==> src/rtl/xy_switch_control_if.sv <==
// rtl/xy_switch_control_if.sv - switch-control bus: header requests, head flits, crossbar selects and free flags
interface xy_switch_control_if #(
  parameter int NPORT      = 5,
  parameter int FLIT_WIDTH = 16,
  parameter int METADEFLIT = 8
);
  logic [NPORT-1:0]            h;
  logic [NPORT*FLIT_WIDTH-1:0] data;
  logic [NPORT-1:0]            sender;
  logic [METADEFLIT-1:0]       address;
  logic [NPORT-1:0]            ack_h;
  logic [NPORT-1:0]            free;
  logic [NPORT*3-1:0]          mux_in;
  logic [NPORT*3-1:0]          mux_out;

  modport master (
    output h, data, sender, address,
    input  ack_h, free, mux_in, mux_out
  );

  modport slave (
    input  h, data, sender, address,
    output ack_h, free, mux_in, mux_out
  );
endinterface

==> src/rtl/xy_switch_control.sv <==
// rtl/xy_switch_control.sv - round-robin XY switch allocator for the 5-port mesh router
// Optional refused-grant counter enabled by SWITCH_BLOCK_CNT_EN.
module xy_switch_control #(
  parameter int NPORT      = 5,
  parameter int FLIT_WIDTH = 16,
  parameter int METADEFLIT = 8
) (
  input  logic                clock_i,
  input  logic                reset_i,
`ifdef SWITCH_BLOCK_CNT_EN
  output logic [15:0]         blocked_cnt_o,
`endif
  xy_switch_control_if.slave  sw
);
  localparam int HW = METADEFLIT / 2;
  localparam logic [2:0] EAST  = 3'd0;
  localparam logic [2:0] WEST  = 3'd1;
  localparam logic [2:0] NORTH = 3'd2;
  localparam logic [2:0] SOUTH = 3'd3;
  localparam logic [2:0] LOCAL = 3'd4;

  typedef enum logic [1:0] {S_IDLE, S_SELECT, S_ROUTE, S_GRANT} state_t;

  state_t           state_q, state_d;
  logic [2:0]       sel_q, sel_d;
  logic [2:0]       last_q, last_d;
  logic [2:0]       dir_q, dir_d;
  logic [NPORT-1:0] free_q;
  logic [2:0]       mux_in_q  [NPORT];
  logic [2:0]       mux_out_q [NPORT];

  logic [METADEFLIT-1:0] target;
  logic [HW-1:0]         tx, ty, lx, ly;
  logic                  grant;
  logic                  found;
  logic [2:0]            pick;

  assign target = sw.data[int'(sel_q)*FLIT_WIDTH +: METADEFLIT];
  assign tx     = target[METADEFLIT-1:HW];
  assign ty     = target[HW-1:0];
  assign lx     = sw.address[METADEFLIT-1:HW];
  assign ly     = sw.address[HW-1:0];
  // Grant decision uses the registered free flag, so a same-cycle release is never double-booked.
  assign grant  = (state_q == S_GRANT) && free_q[dir_q];

  always_comb begin
    state_d = state_q;
    sel_d   = sel_q;
    last_d  = last_q;
    dir_d   = dir_q;
    found   = 1'b0;
    pick    = '0;
    case (state_q)
      S_IDLE: if (|sw.h) state_d = S_SELECT;
      S_SELECT: begin
        // Rotating priority: indices above last first, then wrap to the low indices.
        for (int i = 0; i < NPORT; i++) begin
          if (!found && sw.h[i] && (3'(i) > last_q)) begin
            found = 1'b1;
            pick  = 3'(i);
          end
        end
        for (int i = 0; i < NPORT; i++) begin
          if (!found && sw.h[i]) begin
            found = 1'b1;
            pick  = 3'(i);
          end
        end
        if (found) begin
          sel_d   = pick;
          last_d  = pick;
          state_d = S_ROUTE;
        end else begin
          state_d = S_IDLE;
        end
      end
      S_ROUTE: begin
        if (tx > lx)      dir_d = EAST;
        else if (tx < lx) dir_d = WEST;
        else if (ty > ly) dir_d = NORTH;
        else if (ty < ly) dir_d = SOUTH;
        else              dir_d = LOCAL;
        state_d = S_GRANT;
      end
      S_GRANT: state_d = S_IDLE;
      default: state_d = S_IDLE;
    endcase
  end

  always_comb begin
    sw.ack_h = '0;
    if (grant) sw.ack_h[sel_q] = 1'b1;
    for (int o = 0; o < NPORT; o++) begin
      sw.mux_in[o*3 +: 3]  = mux_in_q[o];
      sw.mux_out[o*3 +: 3] = mux_out_q[o];
    end
  end

  assign sw.free = free_q;

  always_ff @(posedge clock_i or posedge reset_i) begin
    if (reset_i) begin
      state_q <= S_IDLE;
      sel_q   <= '0;
      last_q  <= LOCAL;
      dir_q   <= '0;
      free_q  <= '1;
      for (int o = 0; o < NPORT; o++) begin
        mux_in_q[o]  <= '0;
        mux_out_q[o] <= '0;
      end
    end else begin
      state_q <= state_d;
      sel_q   <= sel_d;
      last_q  <= last_d;
      dir_q   <= dir_d;
      for (int o = 0; o < NPORT; o++) begin
        if (!free_q[o] && !sw.sender[mux_in_q[o]]) free_q[o] <= 1'b1;
      end
      if (grant) begin
        free_q[dir_q]    <= 1'b0;
        mux_in_q[dir_q]  <= sel_q;
        mux_out_q[sel_q] <= dir_q;
      end
    end
  end

`ifdef SWITCH_BLOCK_CNT_EN
  logic        refuse;
  logic [15:0] blocked_cnt_q;

  assign refuse = (state_q == S_GRANT) && !free_q[dir_q];

  always_ff @(posedge clock_i or posedge reset_i) begin
    if (reset_i)
      blocked_cnt_q <= '0;
    else if (refuse && (blocked_cnt_q != 16'hFFFF))
      blocked_cnt_q <= blocked_cnt_q + 16'd1;
  end

  assign blocked_cnt_o = blocked_cnt_q;
`endif
endmodule

==> src/flat_wrapper.sv <==
// flat-port wrapper written by rule: the top's interface ports become plain ports
module xy_switch_control_flat 
#(
  parameter int NPORT      = 5,
  parameter int FLIT_WIDTH = 16,
  parameter int METADEFLIT = 8
)
  (clock_i, reset_i, sw_h, sw_data, sw_sender, sw_address, sw_ack_h, sw_free, sw_mux_in, sw_mux_out);
  xy_switch_control_if #(.NPORT(NPORT), .FLIT_WIDTH(FLIT_WIDTH), .METADEFLIT(METADEFLIT)) sw_i ();
  input  logic clock_i;
  input  logic reset_i;
  input wire logic [$bits(sw_i.h)-1:0] sw_h;
  input wire logic [$bits(sw_i.data)-1:0] sw_data;
  input wire logic [$bits(sw_i.sender)-1:0] sw_sender;
  input wire logic [$bits(sw_i.address)-1:0] sw_address;
  output wire logic [$bits(sw_i.ack_h)-1:0] sw_ack_h;
  output wire logic [$bits(sw_i.free)-1:0] sw_free;
  output wire logic [$bits(sw_i.mux_in)-1:0] sw_mux_in;
  output wire logic [$bits(sw_i.mux_out)-1:0] sw_mux_out;
  assign sw_i.h = sw_h;
  assign sw_i.data = sw_data;
  assign sw_i.sender = sw_sender;
  assign sw_i.address = sw_address;
  assign sw_ack_h = sw_i.ack_h;
  assign sw_free = sw_i.free;
  assign sw_mux_in = sw_i.mux_in;
  assign sw_mux_out = sw_i.mux_out;
  xy_switch_control #(.NPORT(NPORT), .FLIT_WIDTH(FLIT_WIDTH), .METADEFLIT(METADEFLIT)) u_core (.clock_i(clock_i), .reset_i(reset_i), .sw(sw_i));
endmodule
==> config.mk <==
export PLATFORM = sky130hd
export DESIGN_NAME = xy_switch_control_flat
export DESIGN_NICKNAME = d
export VERILOG_FILES = /design/src/rtl/xy_switch_control_if.sv /design/src/rtl/xy_switch_control.sv /design/src/flat_wrapper.sv
export SDC_FILE = /design/constraint.sdc
export NUM_CORES = 1
export LEC_CHECK = 0
export BUFFER_PORTS_ARGS = -buffer_cell sky130_fd_sc_hd__buf_2
export CAP_MARGIN = 20
export CORE_MARGIN = 3
export CORE_UTILIZATION = 35
export CTS_BUF_LIST = sky130_fd_sc_hd__clkbuf_8
export DETAILED_ROUTE_END_ITERATION = 10
export PLACE_DENSITY = 0.66
export SYNTH_ARGS = -nofsm -noshare
export SYNTH_HDL_FRONTEND = slang
export SYNTH_SLANG_ARGS = --single-unit
==> constraint.sdc <==
create_clock -name clock_i -period 2.05 [get_ports clock_i]
set_input_delay 0.615 -clock clock_i [delete_from_list [all_inputs] [get_ports clock_i]]
set_output_delay 0.615 -clock clock_i [all_outputs]
set_load 0.01 [all_outputs]
==> results.sh <==
export IMPL_boundaryPins=140
export IMPL_cp_end_kind="output port"
export IMPL_synth_sequential_area_ratio_pct=38.2
export IMPL_die_area_um2=9410
export IMPL_start_util_pct=36.8
export IMPL_wirelength_mm=7.53
export IMPL_fmax_mhz=448
export IMPL_status="finished with violations"
export IMPL_avgRoutedWirePerCell_um=14.1
export IMPL_maxCapViolCount=0
export IMPL_netlist_area_um2=2900
export IMPL_drt_iter0_drc=90
export IMPL_fin_crit_sh_pct=109
export IMPL_vias_per_cell=5.19
export IMPL_clock_root_buffer="clkbuf_8"
export IMPL_synth_top_area_share_pct=32.8
export IMPL_drc=0
export IMPL_grt_ovfl_total=0
export IMPL_antenna_cells=0
export IMPL_synth_edf_count=0
export IMPL_routabilityCongestion=0.845
export IMPL_tns_ns=-0.901
export IMPL_peakVddDrop_v=0.000645
export IMPL_synthToLayoutAreaGrowth_pct=37.9
export IMPL_powerDensity_nw_per_um2=1260
export IMPL_worst_path_buf_inv=1
export IMPL_post_route_util_pct=50.7
export IMPL_instances_no_fill=536
export IMPL_grt_max_degree=45
export IMPL_antenna_found_initial=0
export IMPL_synthArstFlopShare_pct=100
export IMPL_io_buffers=99
export IMPL_startpoint_type="flop"
export IMPL_postRouteAntennaNets=0
export IMPL_relSlewSlack_pct=63.7
export IMPL_cp_common_cell="a21oi_2"
export IMPL_grt_pass1_vias=2790
export IMPL_vias=2782
export IMPL_dp_cells=522
export IMPL_clk_latency_ns=0.30
export IMPL_fin_ws_ns=-0.180
export IMPL_rr_worst_depth=12
export IMPL_drtPass1Iterations=4
export IMPL_grt_usage_pct=16.1
export IMPL_clk_pin_slew_ns=0.08
export IMPL_hold_class="input pin to asynchronous set/reset pin"
export IMPL_die_y_um=97.0
export IMPL_crit_path_cell_trace="mux2_4 > a21oi_2 > or2_4 > a21oi_2 > buf_2"
export IMPL_coreArea_um2=7890
export IMPL_drv_slew=0
export IMPL_violations="negative setup slack"
export IMPL_critPathArrivalTime_ns=1.61
export IMPL_finalHoldViolCount=0
export IMPL_r2r_end="u_core.dir_q[0]$_DFFE_PP0P_"
export IMPL_setup_worst_path_class="flop to output port"
export IMPL_worst_path_max_delay_cell="dfstp_2"
export IMPL_cts_sinks=44
export IMPL_detailed_place_hpwl_mm=6.00
export IMPL_synth_cell_types=57
export IMPL_crit_start="u_core.sw.free[1]$_DFF_PP1_"
export IMPL_fin_worst_skew_ns=0.00840
export IMPL_n_fill_cell=731
export IMPL_slowest_delay_ns=0.55
export IMPL_cts_tree="done"
export IMPL_ys_ff_latch=44
export IMPL_avgSynthCellArea_um2=9.66
export IMPL_cts_buffer_depth=2
export IMPL_p_leak_uw=0.00196
export IMPL_tightest_slew_ns=0.544
export IMPL_setup_viol=8
export IMPL_required_ns=1.43
export IMPL_rsz0062_at_grt="yes"
export IMPL_rows=32
export IMPL_crit_path_end="sw_ack_h[4]"
export IMPL_ys_warn_count=0
export IMPL_postCtsHoldBufs=0
export IMPL_yosysMostFrequentCell="dfrtp_1"
export IMPL_synth_cells=300
export IMPL_period_needed_ns=2.23
export IMPL_layout_drive_gt1_share_pct=44.5
export IMPL_yosysTopAreaCell="dfrtp_1"
export IMPL_r2r_slack_ns=-0.04
export IMPL_synth_nets=408
export IMPL_numCtsBuffers=5
export IMPL_cp_top_family="flip-flops"
export IMPL_h_tree_depth=2
export IMPL_die_x_um=97.0
export IMPL_grt_pass1_wl_mm=13.0
export IMPL_ys_top_cells_by_area="dfrtp_1 (33%), mux2i_1 (12%), dfstp_2 (5.4%), mux4_2 (3.9%), nand2_1 (3.6%)"
export IMPL_worstReg2RegStart="u_core.sel_q[2]$_DFFE_PP0P_"
export IMPL_path_max_fanout=5
export IMPL_synthFlopType="dfrtp_1"
export IMPL_worst_path_stages=5
export IMPL_yosys_top_cells_count="dfrtp_1 (38), mux2i_1 (34), nand2_1 (28)"
export IMPL_final_nets=541
[logic make-up after synthesis]
group / share of synthesized area [%]
multiplexers: 19.2
adder cells (fa/ha/maj): 3.45
buffers and inverters: 3.97
AND/OR/NAND/NOR: 19.2
AO/OA/AOI/OAI: 15.9
flip-flops: 38.2
[area by class of cell]
type                            count  area [um2]  share of cell area [%]
Timing Repair Buffer              142         846                    21.2
Multi-Input combinational cell    229        1760                    44.1
Clock inverter                      3        38.8                   0.971
Tap cell                          102         128                    3.19
Inverter                           11        41.3                    1.03
Sequential cell                    44        1110                    27.8
Clock buffer                        5        68.8                    1.72
[worst reg2reg max path: cells and delay by family (launching register included)]
kind / cells / cell delay (ns)
adders and majority gates: 1 / 0.31
and+or+nand+nor: 4 / 0.36
DFF: 1 / 0.43
buffers and inverters: 3 / 0.42
AOI/OAI and AO/OA: 3 / 0.37
muxes: 1 / 0.13
[worst min-delay path by stage]
stage,start,to,slack (ns),cells past startpoint
detailed placement,u_core.sw.mux_out[1]$_DFFE_PP0P_,u_core.sw.mux_out[1]$_DFFE_PP0P_,0.52,2
global route,reset_i,u_core.sw.mux_out[12]$_DFFE_PP0P_,0.36,3
floorplan,u_core.state_q[0]$_DFFE_PP0P_,u_core.state_q[0]$_DFFE_PP0P_,0.47,1
finish,reset_i,u_core.sw.mux_out[13]$_DFFE_PP0P_,0.34,3
global placement,u_core.sw.mux_out[0]$_DFFE_PP0P_,u_core.sw.mux_out[0]$_DFFE_PP0P_,0.51,2
CTS,reset_i,u_core.sw.mux_out[12]$_DFFE_PP0P_,0.35,3
[sequential cells by signal (all words and copies together) (netlist names), named ones only]
name	count
u_core.dir_q	3
u_core.last_q	3
u_core.sel_q	1
u_core.state_q	1
u_core.sw.free	5
u_core.sw.mux_in	15
u_core.sw.mux_out	15
[cell usage in the layout (no fill, tap or decap), types with 6 or more instances in the layout]
cell,n
nand2_1,28
inv_1,10
buf_2,99
dfstp_2,6
a22o_1,9
dfrtp_1,35
o21ai_0,15
buf_4,38
nor2b_1,7
mux2i_1,34
ha_1,8
nand2b_1,6
a21oi_1,10
mux2_2,7
o22ai_1,6
nor2_1,23
[metrics by stage]
step / hold WS, ns / cell area (um2) / total power [uW] / worst slack, ns
2_1_floorplan: 0.474 / 2900 / 3150 / 0.0325
3_3_place_gp: 0.510 / 3740 / 4090 / -0.0884
3_5_place_dp: 0.518 / 3740 / 4150 / -0.110
4_1_cts: 0.346 / 3950 / 4990 / -0.186
5_1_grt: 0.360 / 4000 / 5480 / -0.250
6_report: 0.338 / 4000 / 5050 / -0.180
[per-layer routing]
layer / GRT usage [%] / up-vias / part of all wire, %
met5: 0 / - / 0
met4: 5.72 / 0 / 1.5
met3: 2.81 / 7 / 5.8
met2: 27.7 / 92 / 49
met1: 20.3 / 1309 / 43
li1: - / 1374 / -
[power by group]
group	switching, uW	total (uW)	internal, uW
Clock	286	643	357
Sequential	273	1430	1160
Combinational	1510	2980	1470
[timing repair]
| item | in CTS | in global routing |
|---|---|---|
| pin swaps | 8 | 3 |
| hold endpoints to repair | 0 | 0 |
| buffers inserted | 4 | 2 |
| setup endpoints to repair | 8 | 16 |
| resized for setup | 22 | 7 |
Power figures use the tool's default switching activity.
